[src/rtl/vga_sprite_gen.sv]
// vga_sprite_gen
//   Parametrised VGA raster generator with N overlaid circular sprites.
//   Sprite state is shadowed once per frame (on the last pixel of the
//   frame) so the game logic may update the inputs at any time without
//   tearing. All outputs are registered, one clock after the counters.
//
// Ports
//   clk, rst_n      pixel clock, asynchronous active-low reset
//   obj_x / obj_y   packed sprite centres, object i at [i*XW +: XW] / [i*YW +: YW]
//   obj_en          per-sprite enable
//   obj_rgb         packed per-sprite colour {R,G,B}, object i at [i*12 +: 12]
//   bg_rgb          colour of active pixels not covered by any sprite
//   vgaRed/Green/Blue  pixel colour (0 outside the active area)
//   Hsync, Vsync    sync pulses, asserted level SYNC_POL
//   de              high for active-area pixels
//   pix_x, pix_y    coordinate of the pixel currently presented
//   frame_start     one-cycle pulse presented with pixel (0,0)
module vga_sprite_gen #(
    parameter int H_ACTIVE = 1280,
    parameter int H_FP     = 64,
    parameter int H_SYNC   = 136,
    parameter int H_BP     = 200,
    parameter int V_ACTIVE = 800,
    parameter int V_FP     = 1,
    parameter int V_SYNC   = 3,
    parameter int V_BP     = 24,
    parameter bit SYNC_POL = 1'b1,
    parameter int N_OBJ    = 2,
    parameter int RADIUS   = 10,
    parameter int XW       = 11,
    parameter int YW       = 10
) (
    input  logic                  clk,
    input  logic                  rst_n,
    input  logic [N_OBJ*XW-1:0]   obj_x,
    input  logic [N_OBJ*YW-1:0]   obj_y,
    input  logic [N_OBJ-1:0]      obj_en,
    input  logic [N_OBJ*12-1:0]   obj_rgb,
    input  logic [11:0]           bg_rgb,
    output logic [3:0]            vgaRed,
    output logic [3:0]            vgaGreen,
    output logic [3:0]            vgaBlue,
    output logic                  Hsync,
    output logic                  Vsync,
    output logic                  de,
    output logic [XW-1:0]         pix_x,
    output logic [YW-1:0]         pix_y,
    output logic                  frame_start
);

    localparam int H_TOTAL = H_ACTIVE + H_FP + H_SYNC + H_BP;
    localparam int V_TOTAL = V_ACTIVE + V_FP + V_SYNC + V_BP;
    // dx/dy are sign-extended to PW bits so the squares are exact; the sum
    // gets one extra bit (2*max(XW,YW)+3 in total).
    localparam int CW = ((XW > YW) ? XW : YW) + 1;
    localparam int PW = 2 * CW;
    localparam int SW = PW + 1;

    localparam logic [XW-1:0] H_LAST   = XW'(H_TOTAL - 1);
    localparam logic [YW-1:0] V_LAST   = YW'(V_TOTAL - 1);
    localparam logic [XW-1:0] H_ACT_C  = XW'(H_ACTIVE);
    localparam logic [YW-1:0] V_ACT_C  = YW'(V_ACTIVE);
    localparam logic [XW-1:0] HS_BEG   = XW'(H_ACTIVE + H_FP);
    localparam logic [XW-1:0] HS_END   = XW'(H_ACTIVE + H_FP + H_SYNC);
    localparam logic [YW-1:0] VS_BEG   = YW'(V_ACTIVE + V_FP);
    localparam logic [YW-1:0] VS_END   = YW'(V_ACTIVE + V_FP + V_SYNC);
    localparam logic [SW-1:0] R_SQ     = SW'(RADIUS * RADIUS);

    logic [XW-1:0]         r_h;
    logic [YW-1:0]         r_v;
    logic [N_OBJ*XW-1:0]   r_obj_x;
    logic [N_OBJ*YW-1:0]   r_obj_y;
    logic [N_OBJ-1:0]      r_obj_en;
    logic [N_OBJ*12-1:0]   r_obj_rgb;

    logic                  w_h_last;
    logic                  w_v_last;
    logic                  w_active;
    logic                  w_hs_on;
    logic                  w_vs_on;
    logic [N_OBJ-1:0]      w_hit;
    logic                  w_any;
    logic [11:0]           w_sel_rgb;

    assign w_h_last = (r_h == H_LAST);
    assign w_v_last = (r_v == V_LAST);
    assign w_active = (r_h < H_ACT_C) && (r_v < V_ACT_C);
    assign w_hs_on  = (r_h >= HS_BEG) && (r_h < HS_END);
    assign w_vs_on  = (r_v >= VS_BEG) && (r_v < VS_END);

    // Raster counters and per-frame sprite shadow. The shadow load shares
    // the edge with the frame wrap, so pixel (0,0) already sees new values.
    always_ff @(posedge clk or negedge rst_n) begin
        if (!rst_n) begin
            r_h       <= '0;
            r_v       <= '0;
            r_obj_x   <= '0;
            r_obj_y   <= '0;
            r_obj_en  <= '0;
            r_obj_rgb <= '0;
        end else begin
            if (w_h_last) begin
                r_h <= '0;
                r_v <= w_v_last ? '0 : r_v + 1'b1;
            end else begin
                r_h <= r_h + 1'b1;
            end
            if (w_h_last && w_v_last) begin
                r_obj_x   <= obj_x;
                r_obj_y   <= obj_y;
                r_obj_en  <= obj_en;
                r_obj_rgb <= obj_rgb;
            end
        end
    end

    for (genvar g = 0; g < N_OBJ; g++) begin : g_obj
        logic signed [XW:0]   w_dx;
        logic signed [YW:0]   w_dy;
        logic signed [PW-1:0] w_dxe;
        logic signed [PW-1:0] w_dye;
        logic signed [PW-1:0] w_dx2;
        logic signed [PW-1:0] w_dy2;
        logic [SW-1:0]        w_d2;

        assign w_dx  = $signed({1'b0, r_h}) - $signed({1'b0, r_obj_x[g*XW +: XW]});
        assign w_dy  = $signed({1'b0, r_v}) - $signed({1'b0, r_obj_y[g*YW +: YW]});
        assign w_dxe = PW'(w_dx);
        assign w_dye = PW'(w_dy);
        assign w_dx2 = w_dxe * w_dxe;
        assign w_dy2 = w_dye * w_dye;
        // Squares are non-negative, so add them as unsigned.
        assign w_d2  = {1'b0, w_dx2} + {1'b0, w_dy2};
        assign w_hit[g] = r_obj_en[g] && (w_d2 < R_SQ);
    end

    // Lowest-index hit sprite wins.
    always_comb begin
        w_any     = 1'b0;
        w_sel_rgb = '0;
        for (int unsigned i = 0; i < N_OBJ; i++) begin
            if (w_hit[i] && !w_any) begin
                w_any     = 1'b1;
                w_sel_rgb = r_obj_rgb[i*12 +: 12];
            end
        end
    end

    always_ff @(posedge clk or negedge rst_n) begin
        if (!rst_n) begin
            {vgaRed, vgaGreen, vgaBlue} <= '0;
            Hsync       <= ~SYNC_POL;
            Vsync       <= ~SYNC_POL;
            de          <= 1'b0;
            pix_x       <= '0;
            pix_y       <= '0;
            frame_start <= 1'b0;
        end else begin
            if (w_active)
                {vgaRed, vgaGreen, vgaBlue} <= w_any ? w_sel_rgb : bg_rgb;
            else
                {vgaRed, vgaGreen, vgaBlue} <= '0;
            Hsync       <= w_hs_on ? SYNC_POL : ~SYNC_POL;
            Vsync       <= w_vs_on ? SYNC_POL : ~SYNC_POL;
            de          <= w_active;
            pix_x       <= r_h;
            pix_y       <= r_v;
            frame_start <= (r_h == '0) && (r_v == '0);
        end
    end

endmodule

[config.mk]
export PLATFORM = sky130hd
export DESIGN_NAME = vga_sprite_gen
export DESIGN_NICKNAME = d
export VERILOG_FILES = /design/src/rtl/vga_sprite_gen.sv
export SDC_FILE = /design/constraint.sdc
export NUM_CORES = 1
export LEC_CHECK = 0
export CORE_MARGIN = 1
export CORE_UTILIZATION = 64
export DETAILED_ROUTE_END_ITERATION = 8
export PLACE_DENSITY = 0.94
export SLEW_MARGIN = 10
export SYNTH_ARGS = -nofsm -noshare
export SYNTH_HDL_FRONTEND = slang
export SYNTH_SLANG_ARGS = --single-unit
[constraint.sdc]
create_clock -name clk -period 11.4 [get_ports clk]
set_clock_uncertainty 0.05 [all_clocks]
set_input_delay 1.71 -clock clk [delete_from_list [all_inputs] [get_ports clk]]
set_output_delay 1.71 -clock clk [all_outputs]
set_load 0.05 [all_outputs]
==> impl_metrics.py <==
metrics = {
    "power_and_ir_drop": {
        "power_leakage_nw": 15.7,
        "power_density_nw_per_um2": 37.6,
        "ir_worst_vdd_mv": 0.0950,
        "p_sw_mw": 0.272,
        "total_power_mw": 1.12,
        "clkPwrFrac": 0.546,
        "p_comb_frac": 0.053,
        "intPower_mw": 0.853,
        "seq_power_share": 0.401,
        "switching_share": 0.242,
    },
    "global_route": {
        "overflow": 0,
        "grtUsageMet2": 0.593,
        "grt_use_met1": 0.399,
        "grt_use_met3": 0.0832,
        "antenna_found_initial": 3,
        "grtUsageTotal": 0.350,
        "grt_first_pass_wirelength_mm": 120,
        "grt_pass1_vias": 24800,
        "top_usage_layer": "met2",
        "grt_max_degree": 93,
    },
    "flow_run": {
        "drv_cap": 0,
    },
    "final_layout": {
        "finalNetCount": 4029,
        "seq_area_um2": 3150,
        "layout-drive-gt1-share": 0.0486,
        "synthToLayoutAreaGrowth_pct": 9.92,
        "multi_input_area_um2": 21000,
        "final_common_cell": "inv_1",
        "fin_util": 0.712,
        "nFillCells": 2699,
        "final_cell_mix": "inv_1, fa_1, ha_1",
    },
    "yosys": {
        "async_reset_ff_frac": 1.00,
        "yosys_warnings": 0,
        "ys.flop_type": "dfrtp_1",
        "yosys.area.top_type": "fa_1",
        "yosysTopAreaCellShare": 0.328,
        "synth_area_leaders": "fa_1, ha_1, dfrtp_1",
        "avgSynthCellArea_um2": 8.81,
        "ys_seq_area_frac": 0.116,
        "ys_ff_latch": 126,
        "synthCells": 3084,
        "ys_types": 78,
        "syn_area_um2": 27200,
        "synthesis.nets": 3915,
        "synth-edff-count": 0,
    },
    "clocking": {
        "clock_latency_ps": 460,
        "cts.hold.buffers_added": 0,
        "cts_htree_levels": 4,
        "clkSinkCount": 126,
        "tritoncts": "yes",
        "cts_made_buffers": 17,
        "clockRootBuffer": "clkbuf_16",
        "cts_buffer_depth": 2,
        "path_clk_slew_ps": 60,
    },
    "setup_path": {
        "r2r_start": "r_h[0]",
        "slowest_stage": "fa_1",
        "cp_max_fo": 24,
        "crit_type": "reg -> reg",
        "required_ps": 11690,
        "cp_data_arrival_time_ps": 11410,
        "cp-start-kind": "flip-flop",
        "cp_slowest_stage_delay_ps": 550,
        "r2r_end": "vgaBlue[0]",
        "rrSetupSlack_ps": 280,
        "endpoint_kind": "flip-flop",
        "r2r_cells": 42,
    },
    "timing": {
        "slew_violations": 0,
        "period_needed_ps": 11120,
        "hold_violations": 0,
        "finalHoldWorstSlack_ps": 453,
        "slew_headroom": 0.280,
        "fmax_ghz": 0.0899,
        "tightest_slew_ps": 1070,
        "fin_crit_sh": 0.976,
        "setup_viol": 0,
    },
    "floorplanning": {
        "die_x_um": 208,
        "fp.dieH_um": 208,
        "rows": 75,
        "dieArea_um2": 43300,
        "io_pins": 119,
        "start_util": 0.648,
        "coreArea_um2": 41900,
    },
    "drt": {
        "ant_nets": 0,
        "drc": 0,
        "drt_iter0_drc": 2212,
        "avgRoutedWirePerCell_um": 19.5,
        "firstDrtPassIters": 6,
        "vias": 22800,
        "drt_wl_total_mm": 73.2,
        "vias_per_cell": 6.08,
    },
    "outcome": {
        "status": "finished, final reports clean",
    },
    "hold_path": {
        "min_to": "pix_x[0]",
        "hold_class": "reg -> reg",
        "hold_path_depth": 0,
        "hp-start": "r_h[0]",
    },
    "placed_design": {
        "gp_congestion": 1.01,
        "hpwl_mm": 56.8,
        "portBuffers": 118,
    },
}
-- worst max path at each step --
stage	startpoint	end	depth (start not counted)
after floorplan	r_h[1]	vgaBlue[0]	44
after global placement	r_v[0]	vgaRed[2]	39
after detailed placement	r_v[0]	vgaRed[2]	39
after CTS	r_h[0]	vgaRed[0]	42
after global routing	r_h[0]	vgaBlue[0]	44
final	r_h[0]	vgaBlue[0]	42
-- cell families (layout without fill, tap and decap cells) --
kind of cell	count (synthesis)	after routing	share of synthesized area
buf+inv	834	961	0.115
compound gates	454	454	0.110
mux	36	36	0.0146
other cells	0	1	0
fa+ha+maj	749	749	0.468
xor+xnor	158	158	0.0522
flops	126	126	0.116
simple gates	727	727	0.124
-- stage by stage --
stage / setup TNS, ps / cell area [um2] / instances / worst slack [ps]
2_1_floorplan: 0 / 27200 / 3084 / 1140
3_3_place_gp: 0 / 29000 / 3708 / 384
3_5_place_dp: -793 / 29000 / 3708 / -87.4
4_1_cts: 0 / 29600 / 3740 / 26.0
5_1_grt: -914 / 29900 / 3750 / -131
6_report: 0 / 29900 / 3751 / 277
-- cell type report --
| cell class | count | share of cell area |
|---|---|---|
| clock inverter | 14 | 0.00695 |
| sequential | 126 | 0.106 |
| timing repair buffer | 149 | 0.0475 |
| clock buffer | 18 | 0.0144 |
| antenna | 1 | 0.0000838 |
| inverter | 780 | 0.0985 |
| multi-input combinational | 2124 | 0.704 |
| tap | 539 | 0.0226 |
-- flip-flops by register name, summed over array words and instances, names as in the netlist, 4 cells and up --
name / cells
r_v: 10
vgaGreen: 4
pix_x: 11
pix_y: 10
r_obj_y: 20
vgaBlue: 4
vgaRed: 4
r_obj_rgb: 24
r_h: 11
r_obj_x: 22
-- power by group through the flow --
| stage | clock, mW | sequential (mW) | combinational, mW |
|---|---|---|---|
| floorplan | 0 | 0.466 | 0.00658 |
| global placement | 0 | 0.459 | 0.0583 |
| detailed placement | 0 | 0.459 | 0.0592 |
| CTS | 0.607 | 0.451 | 0.0598 |
| global route | 0.624 | 0.451 | 0.0638 |
| finish | 0.614 | 0.451 | 0.0599 |
-- routing by layer --
metal	part of all wire	vias up
li1	-	9922
met1	0.34	11000
met2	0.49	1372
met3	0.095	471
met4	0.068	4
met5	0.00033	-
-- critical path, delay by kind of cell (launching register included) --
| kind | cells | cell delay [ps] |
|---|---|---|
| AOI/OAI and AO/OA | 15 | 3270 |
| xor gates and xnor gates | 1 | 240 |
| adders and majority gates | 9 | 3900 |
| buffers and inverters | 8 | 890 |
| DFF | 1 | 440 |
| and+or+nand+nor | 9 | 2200 |
-- Yosys cell counts, types with 17 or more instances --
| library cell | count |
|---|---|
| o21ai_0 | 110 |
| mux2_2 | 29 |
| xor2_1 | 41 |
| fa_1 | 445 |
| nand2b_1 | 25 |
| nor2_1 | 222 |
| dfrtp_1 | 126 |
| clkbuf_1 | 40 |
| nand2_1 | 254 |
| nor2b_1 | 19 |
| inv_1 | 767 |
| a21o_1 | 39 |
| nor3_1 | 43 |
| xnor2_1 | 114 |
| ha_1 | 304 |
| o21a_1 | 17 |
| or3_1 | 26 |
| o211ai_1 | 19 |
| and2_1 | 28 |
| a21oi_1 | 108 |
| o21bai_1 | 20 |
| nand3_1 | 21 |
-- repair_timing --
action | 4_1_cts | 5_1_grt
pin swaps | 0 | 5
gates resized for setup | 4 | 47
endpoints found under the setup margin | 12 | 12
buffers inserted | 0 | 10
Note: power is estimated with default switching activity, not from simulation.
